--- config.mk ---
export PLATFORM = sky130hd
export DESIGN_NAME = oo_scoreboard_ring
export DESIGN_NICKNAME = d
export VERILOG_FILES = /design/src/rtl/oo_scoreboard_ring.sv
export SDC_FILE = /design/constraint.sdc
export NUM_CORES = 2
export LEC_CHECK = 0
export CORE_UTILIZATION = 50
export DETAILED_ROUTE_END_ITERATION = 7
export GPL_TIMING_DRIVEN = 0
export PLACE_DENSITY_LB_ADDON = 0.05
export REMOVE_ABC_BUFFERS = 1
export SETUP_SLACK_MARGIN = 0.4
export SYNTH_ARGS = -nofsm -noshare
export SYNTH_HDL_FRONTEND = slang
export SYNTH_SLANG_ARGS = --single-unit
--- constraint.sdc ---
create_clock -name clock -period 52.7 [get_ports clock]
set_input_delay 10.54 -clock clock [delete_from_list [all_inputs] [get_ports clock]]
set_output_delay 10.54 -clock clock [all_outputs]
set_load 0.01 [all_outputs]
--- src/rtl/oo_scoreboard_ring.sv ---
// In-order issue / out-of-order writeback / in-order commit scoreboard.
// Entries live in a ring indexed by trans_id; head is the oldest entry and tail is the next free slot.
// Operand lookup reports the youngest in-flight writer of each source register.
module oo_scoreboard_ring #(
  parameter int DEPTH        = 8,
  parameter int IDX_W        = $clog2(DEPTH),
  parameter int WB_PORTS     = 2,
  parameter int COMMIT_PORTS = 2,
  parameter int REG_W        = 5
) (
  input  logic                          clock,
  input  logic                          reset,
  input  logic                          flush_i,
  input  logic                          issue_valid_i,
  output logic                          issue_ready_o,
  input  logic [REG_W-1:0]              issue_rd_i,
  input  logic [31:0]                   issue_pc_i,
  output logic [IDX_W-1:0]              issue_id_o,
  input  logic [WB_PORTS-1:0]           wb_valid_i,
  input  logic [WB_PORTS*IDX_W-1:0]     wb_idx_i,
  input  logic [WB_PORTS*32-1:0]        wb_data_i,
  input  logic [WB_PORTS-1:0]           wb_ex_i,
  output logic [COMMIT_PORTS-1:0]       commit_valid_o,
  input  logic [COMMIT_PORTS-1:0]       commit_ready_i,
  output logic [COMMIT_PORTS*REG_W-1:0] commit_rd_o,
  output logic [COMMIT_PORTS*32-1:0]    commit_data_o,
  output logic [COMMIT_PORTS*32-1:0]    commit_pc_o,
  output logic [COMMIT_PORTS-1:0]       commit_ex_o,
  input  logic [2*REG_W-1:0]            rs_addr_i,
  output logic [1:0]                    rs_busy_o,
  output logic [1:0]                    rs_fwd_valid_o,
  output logic [2*32-1:0]               rs_data_o
);

  logic             valid_q [DEPTH];
  logic             valid_d [DEPTH];
  logic             done_q  [DEPTH];
  logic             done_d  [DEPTH];
  logic             ex_q    [DEPTH];
  logic             ex_d    [DEPTH];
  logic [REG_W-1:0] rd_q    [DEPTH];
  logic [REG_W-1:0] rd_d    [DEPTH];
  logic [31:0]      pc_q    [DEPTH];
  logic [31:0]      pc_d    [DEPTH];
  logic [31:0]      data_q  [DEPTH];
  logic [31:0]      data_d  [DEPTH];

  logic [IDX_W-1:0] head_q, head_d;
  logic [IDX_W-1:0] tail_q, tail_d;
  logic [IDX_W:0]   cnt_q,  cnt_d;

  logic                    issue_acc;
  logic [COMMIT_PORTS-1:0] retire;
  logic [IDX_W:0]          n_ret;

  // Issue handshake is based on the registered count only, so a full ring stalls even while committing.
  always_comb begin
    issue_ready_o = (cnt_q < (IDX_W+1)'(DEPTH));
    issue_id_o    = tail_q;
    issue_acc     = issue_valid_i & issue_ready_o;
  end

  // Commit lanes view head+i; a lane is valid only if every older lane is valid too.
  always_comb begin
    logic             chain;
    logic [IDX_W-1:0] idx;
    chain          = 1'b1;
    idx            = '0;
    commit_valid_o = '0;
    commit_rd_o    = '0;
    commit_data_o  = '0;
    commit_pc_o    = '0;
    commit_ex_o    = '0;
    for (int i = 0; i < COMMIT_PORTS; i++) begin
      idx   = head_q + IDX_W'(i);
      chain = chain & valid_q[idx] & done_q[idx];
      commit_valid_o[i]             = chain;
      commit_rd_o[i*REG_W +: REG_W] = rd_q[idx];
      commit_data_o[i*32 +: 32]     = data_q[idx];
      commit_pc_o[i*32 +: 32]       = pc_q[idx];
      commit_ex_o[i]                = ex_q[idx];
    end
  end

  // Retire the acknowledged prefix of valid lanes; a gap in commit_ready stops everything behind it.
  always_comb begin
    logic chain;
    chain  = 1'b1;
    retire = '0;
    n_ret  = '0;
    for (int i = 0; i < COMMIT_PORTS; i++) begin
      chain     = chain & commit_valid_o[i] & commit_ready_i[i];
      retire[i] = chain;
      n_ret     = n_ret + {{IDX_W{1'b0}}, chain};
    end
  end

  // Youngest-writer lookup: walk oldest to youngest so the youngest match overrides.
  always_comb begin
    logic [REG_W-1:0] addr;
    logic [IDX_W-1:0] idx;
    addr           = '0;
    idx            = '0;
    rs_busy_o      = '0;
    rs_fwd_valid_o = '0;
    rs_data_o      = '0;
    for (int r = 0; r < 2; r++) begin
      addr = rs_addr_i[r*REG_W +: REG_W];
      for (int k = DEPTH-1; k >= 0; k--) begin
        idx = tail_q - IDX_W'(k + 1);
        if (((IDX_W+1)'(k) < cnt_q) && valid_q[idx] && (rd_q[idx] == addr)) begin
          rs_busy_o[r]       = ~done_q[idx];
          rs_fwd_valid_o[r]  = done_q[idx];
          rs_data_o[r*32 +: 32] = done_q[idx] ? data_q[idx] : 32'h0;
        end
      end
      if (addr == '0) begin
        rs_busy_o[r]          = 1'b0;
        rs_fwd_valid_o[r]     = 1'b0;
        rs_data_o[r*32 +: 32] = 32'h0;
      end
    end
  end

  // Next ring state: writeback, then retire, then issue; flush overrides everything.
  always_comb begin
    logic [IDX_W-1:0] widx;
    logic [IDX_W-1:0] cidx;
    widx   = '0;
    cidx   = '0;
    valid_d = valid_q;
    done_d  = done_q;
    ex_d    = ex_q;
    rd_d    = rd_q;
    pc_d    = pc_q;
    data_d  = data_q;
    head_d  = head_q + n_ret[IDX_W-1:0];
    tail_d  = tail_q;
    cnt_d   = cnt_q + {{IDX_W{1'b0}}, issue_acc} - n_ret;

    // Highest port first so the lowest-numbered port lands last and wins.
    for (int p = WB_PORTS-1; p >= 0; p--) begin
      widx = wb_idx_i[p*IDX_W +: IDX_W];
      if (wb_valid_i[p] && valid_q[widx]) begin
        done_d[widx] = 1'b1;
        data_d[widx] = wb_data_i[p*32 +: 32];
        ex_d[widx]   = wb_ex_i[p];
      end
    end

    for (int i = 0; i < COMMIT_PORTS; i++) begin
      cidx = head_q + IDX_W'(i);
      if (retire[i]) begin
        valid_d[cidx] = 1'b0;
        done_d[cidx]  = 1'b0;
      end
    end

    // The tail slot is never valid when issue is allowed, so it cannot collide with retire or writeback.
    if (issue_acc) begin
      valid_d[tail_q] = 1'b1;
      done_d[tail_q]  = 1'b0;
      ex_d[tail_q]    = 1'b0;
      rd_d[tail_q]    = issue_rd_i;
      pc_d[tail_q]    = issue_pc_i;
      tail_d          = tail_q + IDX_W'(1);
    end

    if (flush_i) begin
      for (int e = 0; e < DEPTH; e++) begin
        valid_d[e] = 1'b0;
        done_d[e]  = 1'b0;
      end
      head_d = '0;
      tail_d = '0;
      cnt_d  = '0;
    end
  end

  // State registers with asynchronous clear.
  always_ff @(posedge clock or posedge reset) begin
    if (reset) begin
      for (int e = 0; e < DEPTH; e++) begin
        valid_q[e] <= 1'b0;
        done_q[e]  <= 1'b0;
        ex_q[e]    <= 1'b0;
        rd_q[e]    <= '0;
        pc_q[e]    <= '0;
        data_q[e]  <= '0;
      end
      head_q <= '0;
      tail_q <= '0;
      cnt_q  <= '0;
    end else begin
      valid_q <= valid_d;
      done_q  <= done_d;
      ex_q    <= ex_d;
      rd_q    <= rd_d;
      pc_q    <= pc_d;
      data_q  <= data_d;
      head_q  <= head_d;
      tail_q  <= tail_d;
      cnt_q   <= cnt_d;
    end
  end

endmodule

==> flow_metrics.tcl <==
set metrics [dict create \
    outcome "finished clean" \
    timing.critical_path.mode_cell "clkdlybuf4s50_1" \
    clkTransAtPathRegs_ps 60 \
    dr.first_iter.drc_count 7201 \
    slowest_delay_ps 990 \
    maxCapViolCount 0 \
    syn_area_um2 48700 \
    cts_resized 0 \
    arrival_ps 15370 \
    path_cells "clkdlybuf4s50_1, xor2_1, o211ai_1, or4b_2, buf_12, nand3_2, a311oi_1, a221oi_1, clkdlybuf4s50_1" \
    cp.depth 9 \
    path_buf_inv 3 \
    syn_avg_cell_area_um2 9.12 \
    synth-async-reset-ratio 1.00 \
    slew_headroom 0.0951 \
    antenna_found_initial 23 \
    insertion_delay_ps 670 \
    grt_overflow 0 \
    wl_per_cell_um 31.6 \
    cts_sinks 586 \
    critPathSlowestCell "clkdlybuf4s50_1" \
    core_um2 96600 \
    die_h_um 314 \
    synth-seq-cells 586 \
    worst_pin_slew_ps 1360 \
    cts_buffers 71 \
    power.leakage_nw 22.4 \
    viasPerCell 7.31 \
    grt_max_degree 121 \
    drt-total-wl_mm 211 \
    synth-edff-count 0 \
    syn_inst 5345 \
    cts_tree "built" \
    num-fill-cells 8125 \
    drive_gt1_frac 0.168 \
    initial_core_util 0.505 \
    root_buffer "clkbuf_16" \
    post-cts-setup-buffer-count 0 \
    globalplace.congestion 0.915 \
    min_period_ps 25910 \
    grt_pass1_vias 47000 \
    cts-htree-levels 3 \
    nets 5493 \
    path_max_fanout 32 \
    die_area_um2 98700 \
    hold_path_depth 2 \
    syn_to_final_growth_pct 18.6 \
    fp-row-count 114 \
    synth_ff_type "dfrtp_1" \
    ioPinCount 341 \
    die_w_um 314 \
    drcViolationCount 0 \
    finalCritPeriodShare 0.492 \
    critPathCaptureType "output port" \
    critPathKind "in2out" \
    cpLargestDelayFamily "buffers and inverters" \
    dp.final_hpwl_mm 137 \
    track_usage 0.418 \
    setup_viol 0 \
    ys_warn_count 0 \
    ctsHoldBuffers 0 \
    synth.distinct_cells 75 \
    port_buffers 340 \
    grt_pass1_wl_mm 309 \
    clk_path_buf_depth 3 \
    worstPathRequired_ps 42160 \
    drv_slew 0 \
    rr_worst_depth 15 \
    hold_class "reg2reg" \
    worstSetupStartpointType "input pin" \
    fin_setup_tns_ps 0 \
    powerDensity_nw_per_um2 38.6 \
    whs_ps 506 \
    rsz0062_at_grt "no" \
    ys_seq_area_frac 0.301 \
    fmax_mhz 38.6 \
    fin_skew_ps 40.8 \
    dr.pass1.iters 8 \
    hold_violations 0 \
    ir_drop_mv 0.0340 \
    num_vias 48900 \
    antenna_left 0 \
    p_total_mw 2.23 \
]
==> sequential cells by signal, indices dropped and copies added (netlist names) <==
| name | flops |
|---|---|
| valid_q | 8 |
| data_q | 256 |
| rd_q | 40 |
| pc_q | 256 |
| issue_id_o | 3 |
| ex_q | 8 |
| head_q | 3 |
| cnt_q | 4 |
| done_q | 8 |
==> metal layers <==
layer	GRT usage	vias to the layer above	wire length [um]
met5	0.00532	-	242
met4	0.263	28	15200
met3	0.143	1013	29900
met2	0.610	3879	90100
met1	0.531	23800	75700
li1	-	20100	-
==> metrics by stage <==
stage                     setup WS, ps  area [um2]  instances  utilization
after floorplan                  20620       46200       4733            -
after global placement           11350       51200       6349        0.530
after detailed placement         26980       55400       6551        0.574
after CTS                        26970       57800       6677        0.599
after global routing             26820       57800       6679        0.599
final                            26790       57800       6686        0.599
==> path summary, 6_finish.rpt <==
path                            endpoint  slack [ps]          from
setup / recovery           rs_data_o[32]       26790  rs_addr_i[7]
hold / removal                  pc_q[84]         510      pc_q[84]
setup reg to reg                cnt_q[2]       46720     head_q[1]
hold reg to reg                 pc_q[84]         510      pc_q[84]
max in group asynchronous     data_q[48]       40820         reset
min in group asynchronous      pc_q[115]       10300         reset
==> synthesized netlist by cell type, types with 19 or more instances <==
cell type / count / area share
nand2_1: 1189 / 0.092
a22oi_1: 606 / 0.093
dfrtp_1: 586 / 0.30
clkbuf_1: 414 / 0.032
mux2i_1: 410 / 0.084
mux4_2: 316 / 0.15
o21ai_0: 193 / 0.020
nor2_1: 191 / 0.015
a21oi_1: 190 / 0.020
mux2_2: 179 / 0.041
nand4_1: 145 / 0.019
buf_1: 87 / 0.0067
buf_2: 79 / 0.0081
o21ai_1: 68 / 0.0070
o211ai_1: 63 / 0.0097
xnor2_1: 58 / 0.010
nor3_1: 56 / 0.0058
a221oi_1: 49 / 0.0088
a221o_1: 46 / 0.0094
a211o_1: 41 / 0.0074
a311oi_1: 30 / 0.0054
xor2_1: 29 / 0.0052
and3_1: 24 / 0.0031
inv_1: 21 / 0.0016
a221oi_2: 20 / 0.0062
nand3_1: 19 / 0.0020
==> layout make-up <==
| class | instances | area (um2) | share of cell area |
|---|---|---|---|
| Clock buffer | 107 | 2070 | 0.0358 |
| Tap cell | 1276 | 1600 | 0.0276 |
| Sequential cell | 586 | 14700 | 0.254 |
| Antenna cell | 9 | 22.5 | 0.000389 |
| Clock inverter | 19 | 293 | 0.00506 |
| Inverter | 24 | 103 | 0.00177 |
| Timing Repair Buffer | 542 | 7210 | 0.125 |
| Multi-Input combinational cell | 4123 | 31800 | 0.551 |
==> where the power goes <==
part / leakage [nW] / internal (mW) / switching (mW)
logic: 13.7 / 0.499 / 0.452
clock network: 1.15 / 0.281 / 0.221
registers: 7.59 / 0.576 / 0.202
==> cell usage in the layout, fill, tap and decap left out, types with 41 or more instances in the layout <==
cell,instances
clkdlybuf4s50_1,340
xnor2_1,58
mux4_2,316
a21oi_1,190
nor2_1,176
a221oi_1,49
mux2i_1,405
buf_12,56
buf_6,57
nand4_1,145
a211o_1,41
nor3_1,51
dfrtp_1,583
clkbuf_16,71
o21ai_0,193
a221o_1,46
o21ai_1,68
buf_16,58
o211ai_1,63
a22oi_1,606
mux2_2,179
nand2_1,1180
==> cells by family after synthesis <==
| kind of cell | count (synthesis) | share of synthesized area |
|---|---|---|
| fa+ha+maj | 18 | 0.00493 |
| simple gates | 1723 | 0.150 |
| xor+xnor | 90 | 0.0166 |
| mux | 911 | 0.274 |
| flops | 586 | 0.301 |
| compound gates | 1381 | 0.199 |
| buf+inv | 636 | 0.0547 |
==> worst reg2reg max path, cell delays in order, from the launching register on <==
cell and delay, ps:
dfrtp_1 670, clkinv_1 490, nor2_4 620, buf_12 300
buf_12 250, a22oi_1 130, a41oi_1 780, and2_1 540
and3_1 500, ha_1 340, ha_1 290, inv_1 40
ha_1 210, fa_1 450, xnor2_1 170, nor2_1 50
No activity file was read; power rests on OpenSTA's default activity.
